--- config.mk ---
export PLATFORM = sky130hd
export DESIGN_NAME = mac_pe
export DESIGN_NICKNAME = d
export VERILOG_FILES = /design/src/rtl/mac_pkg.sv /design/src/rtl/mac_acc_sat.sv /design/src/rtl/mac_pe.sv
export SDC_FILE = /design/constraint.sdc
export NUM_CORES = 1
export LEC_CHECK = 0
export ABC_CLOCK_PERIOD_IN_PS = 5250
export BUFFER_PORTS_ARGS = -buffer_cell sky130_fd_sc_hd__buf_4
export CAP_MARGIN = 20
export CORE_MARGIN = 1
export CORE_UTILIZATION = 56
export DETAILED_ROUTE_END_ITERATION = 10
export GPL_TIMING_DRIVEN = 0
export PLACE_DENSITY = 0.84
export SYNTH_ARGS = -nofsm -noshare
export SYNTH_HDL_FRONTEND = slang
export SYNTH_SLANG_ARGS = --single-unit
--- constraint.sdc ---
create_clock -name clk -period 5.25 [get_ports clk]
set_input_delay 0.7875 -clock clk [delete_from_list [all_inputs] [get_ports clk]]
set_output_delay 0.7875 -clock clk [all_outputs]
set_load 0.01 [all_outputs]
--- src/rtl/mac_pkg.sv ---
// Shared types and helpers for the mac_pe systolic processing element.
package mac_pkg;

    localparam int unsigned MAC_LATENCY = 3;
    localparam int unsigned MAX_ACC_W   = 64;

    typedef struct packed {
        logic valid;
        logic clear;
        logic last;
        logic is_signed;
    } beat_t;

    // Callers size-cast the result down to their own accumulator width.
    function automatic logic [MAX_ACC_W-1:0] sat_max(input int unsigned acc_w, input logic is_signed);
        if (is_signed)
            return (MAX_ACC_W'(1) << (acc_w - 1)) - MAX_ACC_W'(1);
        if (acc_w >= MAX_ACC_W)
            return '1;
        return (MAX_ACC_W'(1) << acc_w) - MAX_ACC_W'(1);
    endfunction

    function automatic logic [MAX_ACC_W-1:0] sat_min(input int unsigned acc_w, input logic is_signed);
        if (is_signed)
            return MAX_ACC_W'(1) << (acc_w - 1);
        return '0;
    endfunction

endpackage

--- src/rtl/mac_acc_sat.sv ---
// Stage-2 accumulate: adds the extended product to the accumulator (or restarts
// on clear), detects signed/unsigned overflow and optionally saturates.
module mac_acc_sat
    import mac_pkg::*;
#(
    parameter int unsigned ACC_W    = 32,
    parameter bit          SATURATE = 1'b1
) (
    input  logic [ACC_W-1:0] acc,
    input  logic [ACC_W-1:0] prod_ext,
    input  logic             clear,
    input  logic             is_signed,
    output logic [ACC_W-1:0] acc_next,
    output logic             ovf
);

    logic [ACC_W-1:0] addend;
    logic [ACC_W:0]   sum;

    always_comb begin
        addend   = clear ? '0 : acc;
        sum      = {1'b0, addend} + {1'b0, prod_ext};
        acc_next = sum[ACC_W-1:0];
        if (is_signed)
            ovf = (addend[ACC_W-1] == prod_ext[ACC_W-1]) && (sum[ACC_W-1] != addend[ACC_W-1]);
        else
            ovf = sum[ACC_W];
        // Signed overflow only happens with equal-sign addends, so the addend sign picks the rail.
        if (SATURATE && ovf) begin
            if (is_signed && addend[ACC_W-1])
                acc_next = ACC_W'(sat_min(ACC_W, 1'b1));
            else
                acc_next = ACC_W'(sat_max(ACC_W, is_signed));
        end
    end

endmodule

--- src/rtl/mac_pe.sv ---
// mac_pe: systolic MAC processing element. Forwards operands east/south with
// one cycle of latency and runs a 3-stage multiply-accumulate with clear/last framing.
module mac_pe
    import mac_pkg::*;
#(
    parameter int unsigned DATA_W   = 8,
    parameter int unsigned ACC_W    = 32,
    parameter bit          SATURATE = 1'b1
) (
    input  logic              clk,
    input  logic              reset,
    input  logic [DATA_W-1:0] a_in,
    input  logic [DATA_W-1:0] b_in,
    input  logic              valid_in,
    input  logic              clear_in,
    input  logic              last_in,
    input  logic              signed_in,
    output logic [DATA_W-1:0] a_out,
    output logic [DATA_W-1:0] b_out,
    output logic              valid_out,
    output logic              clear_out,
    output logic              last_out,
    output logic              signed_out,
    output logic [ACC_W-1:0]  res_out,
    output logic              res_valid,
    output logic              ovf
);

    localparam int unsigned PROD_W = 2 * DATA_W;

    if (ACC_W < PROD_W) begin : g_bad_acc_w
        $error("mac_pe: ACC_W must be at least 2*DATA_W");
    end
    if (ACC_W > MAX_ACC_W) begin : g_wide_acc_w
        $error("mac_pe: ACC_W exceeds MAX_ACC_W");
    end

    beat_t             s1;
    logic [PROD_W-1:0] prod;
    logic [PROD_W-1:0] prod_s;
    logic [PROD_W-1:0] prod_u;
    logic [ACC_W-1:0]  prod_ext;
    logic [ACC_W-1:0]  acc_next;
    logic              ovf_beat;

    // Stage 0: forwarding registers double as the first pipeline stage.
    always_ff @(posedge clk) begin
        if (reset) begin
            a_out      <= '0;
            b_out      <= '0;
            valid_out  <= 1'b0;
            clear_out  <= 1'b0;
            last_out   <= 1'b0;
            signed_out <= 1'b0;
        end else begin
            valid_out  <= valid_in;
            clear_out  <= valid_in & clear_in;
            last_out   <= valid_in & last_in;
            signed_out <= valid_in & signed_in;
            if (valid_in) begin
                a_out <= a_in;
                b_out <= b_in;
            end
        end
    end

    assign prod_s = PROD_W'($signed(a_out)) * PROD_W'($signed(b_out));
    assign prod_u = PROD_W'(a_out) * PROD_W'(b_out);

    always_ff @(posedge clk) begin
        if (reset) begin
            s1   <= '0;
            prod <= '0;
        end else begin
            s1 <= '{valid: valid_out, clear: clear_out, last: last_out, is_signed: signed_out};
            if (valid_out)
                prod <= signed_out ? prod_s : prod_u;
        end
    end

    always_comb begin
        if (s1.is_signed)
            prod_ext = ACC_W'($signed(prod));
        else
            prod_ext = ACC_W'(prod);
    end

    mac_acc_sat #(
        .ACC_W    (ACC_W),
        .SATURATE (SATURATE)
    ) u_acc_sat (
        .acc       (res_out),
        .prod_ext  (prod_ext),
        .clear     (s1.clear),
        .is_signed (s1.is_signed),
        .acc_next  (acc_next),
        .ovf       (ovf_beat)
    );

    always_ff @(posedge clk) begin
        if (reset) begin
            res_out   <= '0;
            ovf       <= 1'b0;
            res_valid <= 1'b0;
        end else begin
            res_valid <= s1.valid & s1.last;
            if (s1.valid) begin
                res_out <= acc_next;
                ovf     <= s1.clear ? ovf_beat : (ovf | ovf_beat);
            end
        end
    end

endmodule

# Word level (Yosys, flattened, before mapping)

Index checks and enable logic that the tools add are counted.

$add $sub $neg: 1
$mul: 2
Equality and inequality tests: 2
Muxes and demuxes: 12
Bitwise logic cells: 5
Reductions and logical operators: 2

Operators by type and width:

| kind                       | number |
|---|---|
| 2-to-1 mux 32 bit          | 6 |
| adder 32 x 32 -> 33 bit    | 1 |
| multiplier 8 x 8 -> 16 bit | 2 |
| 2-to-1 mux 16 bit          | 1 |
| 2-to-1 mux 1 bit           | 5 |
| AND 1 bit                  | 4 |
| logical AND 1 bit          | 2 |
| == test 1 bit              | 1 |
| != test 1 bit              | 1 |
| bitwise OR 1 bit           | 1 |

Flip-flop bits (word level): 74
Input port bits: 22
Word-level logic and storage cells: 38

# Logic depth before layout (Yosys ltp)

Depth after elaboration: 9
Depth in mapped cells: 23
Depth with buffers taken out: 22

# Modules after synthesis

From an unflattened synthesis, not the netlist that was laid out.

Cell total of the unflattened synthesis: 1061
Area total of the unflattened synthesis: 8986.1 um2

By module, submodules not included:

| module      | times used | cells each | area an instance (um2) | seq. area each (um2) |
|---|---|---|---|---|
| mac_pe      | 1          | 735        | 6725.2                 | 1481.4 |
| mac_acc_sat | 1          | 326        | 2260.9                 | 0.0 |

# Worst setup path after synthesis

OpenSTA, ideal clock, no wires.

Kind: register to register
Start point: register a_out[2]
End point: register prod[14]
Arrival time: 4871 ps
Data required time: 5159 ps
Setup slack: 288 ps
Cell stages (with the launch flop): 20
Path buffers: 1
Period minus slack after synthesis: 4962 ps
Path through: dfxtp_1 > clkbuf_1 > and2_1 > inv_1 > fa_1 > fa_1 > inv_1 > fa_1 > inv_1 > fa_1 > inv_1 > ha_1 > or3_1 > o21ai_0 > o31ai_1 > o21a_1 > o21a_1 > o21a_1 > or3_1 > a311oi_1

Cells in the longest elaborated chain, start to end: 2
Elaborated cells on any way between the ends: 3
Those cells by class: mul (2); mux (1)

Ends and longest elaborated chain:

| element                                              | line                       | text |
|---|---|---|
| from (decl)                                          | mac_pe.sv:18               | `output logic [DATA_W-1:0] a_out,` |
| from (signal assigned)                               | mac_pe.sv:61               | `a_out <= a_in;` |
| multiplier 8 x 8 -> 16 bit, on equally long branches | mac_pe.sv:68, mac_pe.sv:67 |  |
| 2-to-1 mux 16 bit (*)                                | mac_pe.sv:77               | `prod <= signed_out ? prod_s : prod_u;` |
| to (signal assigned)                                 | mac_pe.sv:77               |  |
| to (decl)                                            | mac_pe.sv:39               | `logic [PROD_W-1:0] prod;` |

Every way passes the cells marked *; elsewhere a longest branch is shown, timed or not.
A chain may end at the register's enable or synchronous reset.

# Worst setup path in the final report

Start point: register b_out[7]
End point: register prod[14]

Cells in the longest elaborated chain, start to end: 2
Elaborated cells on any way between the ends: 3
Those cells by class: mul (2); mux (1)

Ends and longest elaborated chain:

| element                                              | line                       | text |
|---|---|---|
| from (decl)                                          | mac_pe.sv:19               | `output logic [DATA_W-1:0] b_out,` |
| from (signal assigned)                               | mac_pe.sv:62               | `b_out <= b_in;` |
| multiplier 8 x 8 -> 16 bit, on equally long branches | mac_pe.sv:68, mac_pe.sv:67 |  |
| 2-to-1 mux 16 bit (*)                                | mac_pe.sv:77               |  |

Marked as above.

==> flow_summary.yaml <==
outcome:
  result_of_the_run: "finished clean"
route:
  route.final.wire_length_um: 21600
  routed.top_layer: "met4"
  met3RoutedLength_um: 1070
  antenna_left: 0
  via_count: 7694
  drt-vias-per-instance: 5.57
  dr.pass1.iters: 5
  dr_wl_met2_um: 10500
  wl_per_cell_um: 15.6
  remaining_drc_errors: 0
  detailedRoute.firstIterationViolations: 488
  met1_length_um: 9500
timing:
  timing.hold.ws_ns: 0.464
  grt_setup_unrepaired: "no"
  count_of_final_max_slew_check_failures: 0
  finalSetupViolCount: 0
  period_utilization: 0.965
  final_period_minus_worst_setup_slack_ns: 5.07
  timing_worst_slew_pin_value_ns: 0.706
  max_clock_freq_mhz: 197
  postLayoutSetupSlackWorst_ns: 0.184
  finalClockSkew_ns: 0.00914
  maxSlewHeadroom: 0.529
  final_hold_viol_count: 0
setup_path:
  timing.critical_path.depth: 19
  worstSetupStartpointType: "register"
  critical_path.startpoint: "b_out[7]$_SDFFE_PP0P_"
  cp_slowest_cell: "sky130_fd_sc_hd__fa_1"
  cells_along_the_critical_path: "buf_4 > and2_1 > fa_1 > inv_1 > fa_1 > inv_1 > fa_1 > inv_1 > fa_1 > inv_1 > ha_4 > or3_1 > o21ai_2 > o31ai_1 > o21a_1 > o21a_1 > o21a_1 > or3_1 > a311oi_1"
  worstPathBufferInverterCount: 5
  worst_r2r_path_cells: 19
  worst_path_largest_cell_delay_ns: 0.55
  cp_data_arrival_time_ns: 5.32
  cpLargestDelayFamily: "adder cells"
  worst-r2r-setup-slack_ns: 0.18
  critical_path.endpoint_type: "register"
  regToRegStartpoint: "b_out[7]$_SDFFE_PP0P_"
  endpoint_required_time_on_the_critical_path_ns: 5.50
  timing.critical_path.fanout_max: 10
  critical_path.endpoint: "prod[14]$_SDFFE_PP0P_"
  timing.setup.critical_path_class: "register to register"
  r2r_path_end: "prod[14]$_SDFFE_PP0P_"
synthesis:
  synth-adder-area-share: 0.322
  compound_gate_fraction_of_synth_area: 0.154
  cell_count_after_synthesis: 1086
  synthesis.area_per_instance_um2: 8.15
  synth.top_cells.by_area: "sky130_fd_sc_hd__fa_1 19%, sky130_fd_sc_hd__dfxtp_1 17%, sky130_fd_sc_hd__ha_1 13%"
  synth_largest_area_cell: "sky130_fd_sc_hd__fa_1"
  yosysWarningCount: 0
  synthDistinctLibCells: 65
  synth_top_family_by_area: "adder cells"
  synth-async-reset-ratio: 0
  synthSimpleGateAreaFrac: 0.188
  post_synth_mux_area_share: 0.0250
  synth_largest_type_area_fraction: 0.194
  synth-edff-count: 0
  synth-xor-area-share: 0.0465
  synthFlopType: "sky130_fd_sc_hd__dfxtp_1"
  yosys_register_bits: 74
  synth_fp_nets: 1284
  synth_seq_area_share: 0.167
  mapped_area_mm2: 0.00885
die:
  floorplan.die.width_um: 128
  die_height_um: 128
  fp-row-count: 45
  fp.coreArea_mm2: 0.0153
  initial_utilization: 0.578
  pin_count: 76
  floorplan.die_area_mm2: 0.0163
placed_design:
  gp_congestion: 0.926
  placedCellCount: 1370
  port_buffers: 73
  dp_hpwl_um: 17200
  post-place-ws_ns: -0.193
job:
  maxCapViolations: 0
worst_hold_path:
  hold_class: "register to register"
clock_tree:
  tritoncts_num_sinks: 74
  cts_tree: "done"
  post_cts_buffers: 0
  clk_transition_reported_paths_ns: 0.06
  cts_max_level: 3
  ctsRootBufferMaster: "sky130_fd_sc_hd__clkbuf_16"
  insertion_delay_ns: 0.35
  cts.path.max_buffers: 2
  cts_buffers: 9
layout:
  antenna_cells_inserted: 0
  syn2layout_area_growth_pct: 13.1
  finalNonFillerCells: 1382
  layout.cells.most_common: "sky130_fd_sc_hd__inv_1"
  drive_gt1_frac: 0.104
  final_nets: 1365
  fillcell_total: 1289
  most-common-layout-cells: "170 x sky130_fd_sc_hd__inv_1, 109 x sky130_fd_sc_hd__nor2_1, 88 x sky130_fd_sc_hd__ha_1"
global_route:
  grt_use_total: 0.278
  antenna_found_initial: 0
  wire_length_of_the_first_global_routing_pass_um: 36100
  maximum_number_of_pins_on_one_net_before_global_route_repair: 17
  gr-total-overflow: 0
  grt_pass1_vias: 7597
power_and_ir_drop:
  leakage_nw: 4.87
  max-vdd-ir-drop_v: 0.000159
  p_per_area_mw_per_mm2: 173
  post_layout_total_power_mw: 1.73
==> worst reg2reg max path, cell delays in order, from the launching register on <==
cell and delay (ns):
sky130_fd_sc_hd__dfxtp_1 0.32, sky130_fd_sc_hd__buf_4 0.18, sky130_fd_sc_hd__and2_1 0.17, sky130_fd_sc_hd__fa_1 0.54, sky130_fd_sc_hd__inv_1 0.06, sky130_fd_sc_hd__fa_1 0.55, sky130_fd_sc_hd__inv_1 0.07, sky130_fd_sc_hd__fa_1 0.53
sky130_fd_sc_hd__inv_1 0.05, sky130_fd_sc_hd__fa_1 0.52, sky130_fd_sc_hd__inv_1 0.06, sky130_fd_sc_hd__ha_4 0.24, sky130_fd_sc_hd__or3_1 0.32, sky130_fd_sc_hd__o21ai_2 0.08, sky130_fd_sc_hd__o31ai_1 0.11, sky130_fd_sc_hd__o21a_1 0.20
sky130_fd_sc_hd__o21a_1 0.18, sky130_fd_sc_hd__o21a_1 0.16, sky130_fd_sc_hd__or3_1 0.35, sky130_fd_sc_hd__a311oi_1 0.28
==> layout make-up <==
| class | instances | area [um2] | share of cell area |
|---|---|---|---|
| plain buffers | 47 | 233 | 0.0233 |
| repair buffers | 73 | 548 | 0.0548 |
| clock buffers | 12 | 246 | 0.0246 |
| inverters | 171 | 642 | 0.0641 |
| flip-flops and latches | 74 | 1490 | 0.149 |
| multi-input cells | 791 | 6550 | 0.654 |
| well taps | 211 | 264 | 0.0264 |
| clock inverters | 3 | 40.0 | 0.00400 |
==> where the power goes <==
group	internal, mW	switching, mW
logic	0.205	0.273
clock network	0.377	0.253
registers	0.591	0.0337
total	1.17	0.560
==> cell usage after synthesis (2+ instances only) <==
cell type,n
sky130_fd_sc_hd__a211oi_1,15
sky130_fd_sc_hd__a21boi_0,5
sky130_fd_sc_hd__a21o_1,15
sky130_fd_sc_hd__a21oi_1,68
sky130_fd_sc_hd__a221oi_1,2
sky130_fd_sc_hd__a311oi_1,3
sky130_fd_sc_hd__a31oi_1,7
sky130_fd_sc_hd__and2_1,41
sky130_fd_sc_hd__and3_1,3
sky130_fd_sc_hd__and3b_1,2
sky130_fd_sc_hd__buf_4,2
sky130_fd_sc_hd__buf_6,3
sky130_fd_sc_hd__clkbuf_1,43
sky130_fd_sc_hd__dfxtp_1,74
sky130_fd_sc_hd__fa_1,86
sky130_fd_sc_hd__ha_1,90
sky130_fd_sc_hd__inv_1,170
sky130_fd_sc_hd__mux2i_1,21
sky130_fd_sc_hd__nand2_1,58
sky130_fd_sc_hd__nand2b_1,10
sky130_fd_sc_hd__nand3_1,12
sky130_fd_sc_hd__nand3b_1,2
sky130_fd_sc_hd__nand4_1,5
sky130_fd_sc_hd__nor2_1,109
sky130_fd_sc_hd__nor2b_1,46
sky130_fd_sc_hd__nor3_1,40
sky130_fd_sc_hd__nor3b_1,2
sky130_fd_sc_hd__nor4_1,2
sky130_fd_sc_hd__o211ai_1,6
sky130_fd_sc_hd__o21a_1,13
sky130_fd_sc_hd__o21ai_0,32
sky130_fd_sc_hd__o21ai_1,3
sky130_fd_sc_hd__o21ba_2,2
sky130_fd_sc_hd__o21bai_1,4
sky130_fd_sc_hd__o31a_1,3
sky130_fd_sc_hd__o31ai_1,5
sky130_fd_sc_hd__o41ai_1,5
sky130_fd_sc_hd__or3_1,5
sky130_fd_sc_hd__xnor2_1,33
sky130_fd_sc_hd__xor2_1,14
==> repair_timing <==
action                     CTS  global route
setup endpoints to repair    2             3
pin swaps                    0             1
gates resized for setup      9            24
hold buffers                 0             0
==> worst min-delay path by stage <==
stage,cells past startpoint,to,slack [ns],from
finish,1,res_valid$_SDFF_PP0_,0.46,s1[1]$_SDFF_PP0_
global route,1,s1[2]$_SDFF_PP0_,0.48,clear_out$_SDFF_PP0_
floorplan,1,res_valid$_SDFF_PP0_,0.44,s1[1]$_SDFF_PP0_
CTS,1,res_valid$_SDFF_PP0_,0.47,s1[1]$_SDFF_PP0_
detailed placement,1,res_valid$_SDFF_PP0_,0.46,s1[1]$_SDFF_PP0_
global placement,1,res_valid$_SDFF_PP0_,0.45,s1[1]$_SDFF_PP0_
==> logic make-up (layout without fill, tap and decap cells) <==
| group | Yosys count | after routing |
|---|---|---|
| xor+xnor | 47 | 47 |
| compound gates | 205 | 205 |
| fa+ha+maj | 176 | 176 |
| mux | 22 | 22 |
| simple gates | 341 | 341 |
| flops | 74 | 74 |
| buf+inv | 221 | 306 |
==> flip-flops by register name (all words and copies together), names as in the netlist <==
register,cells
res_out,32
prod,16
a_out,8
b_out,8
s1,4
clear_out,1
last_out,1
ovf,1
res_valid,1
signed_out,1
valid_out,1
==> through the flow <==
step,utilization,area [um2],setup TNS [ns]
floorplan,-,8850,0
global placement,0.631,9660,-0.0859
detailed placement,0.631,9660,-0.287
CTS,0.651,9960,0
global route,0.654,10000,0
finish,0.654,10000,0
==> metal layers <==
layer / vias up / GRT usage
met5: - / 0
met4: 0 / 0.0913
met3: 43 / 0.0467
met2: 241 / 0.483
met1: 3678 / 0.352
li1: 3732 / -
(Power assumes the default switching activity.)
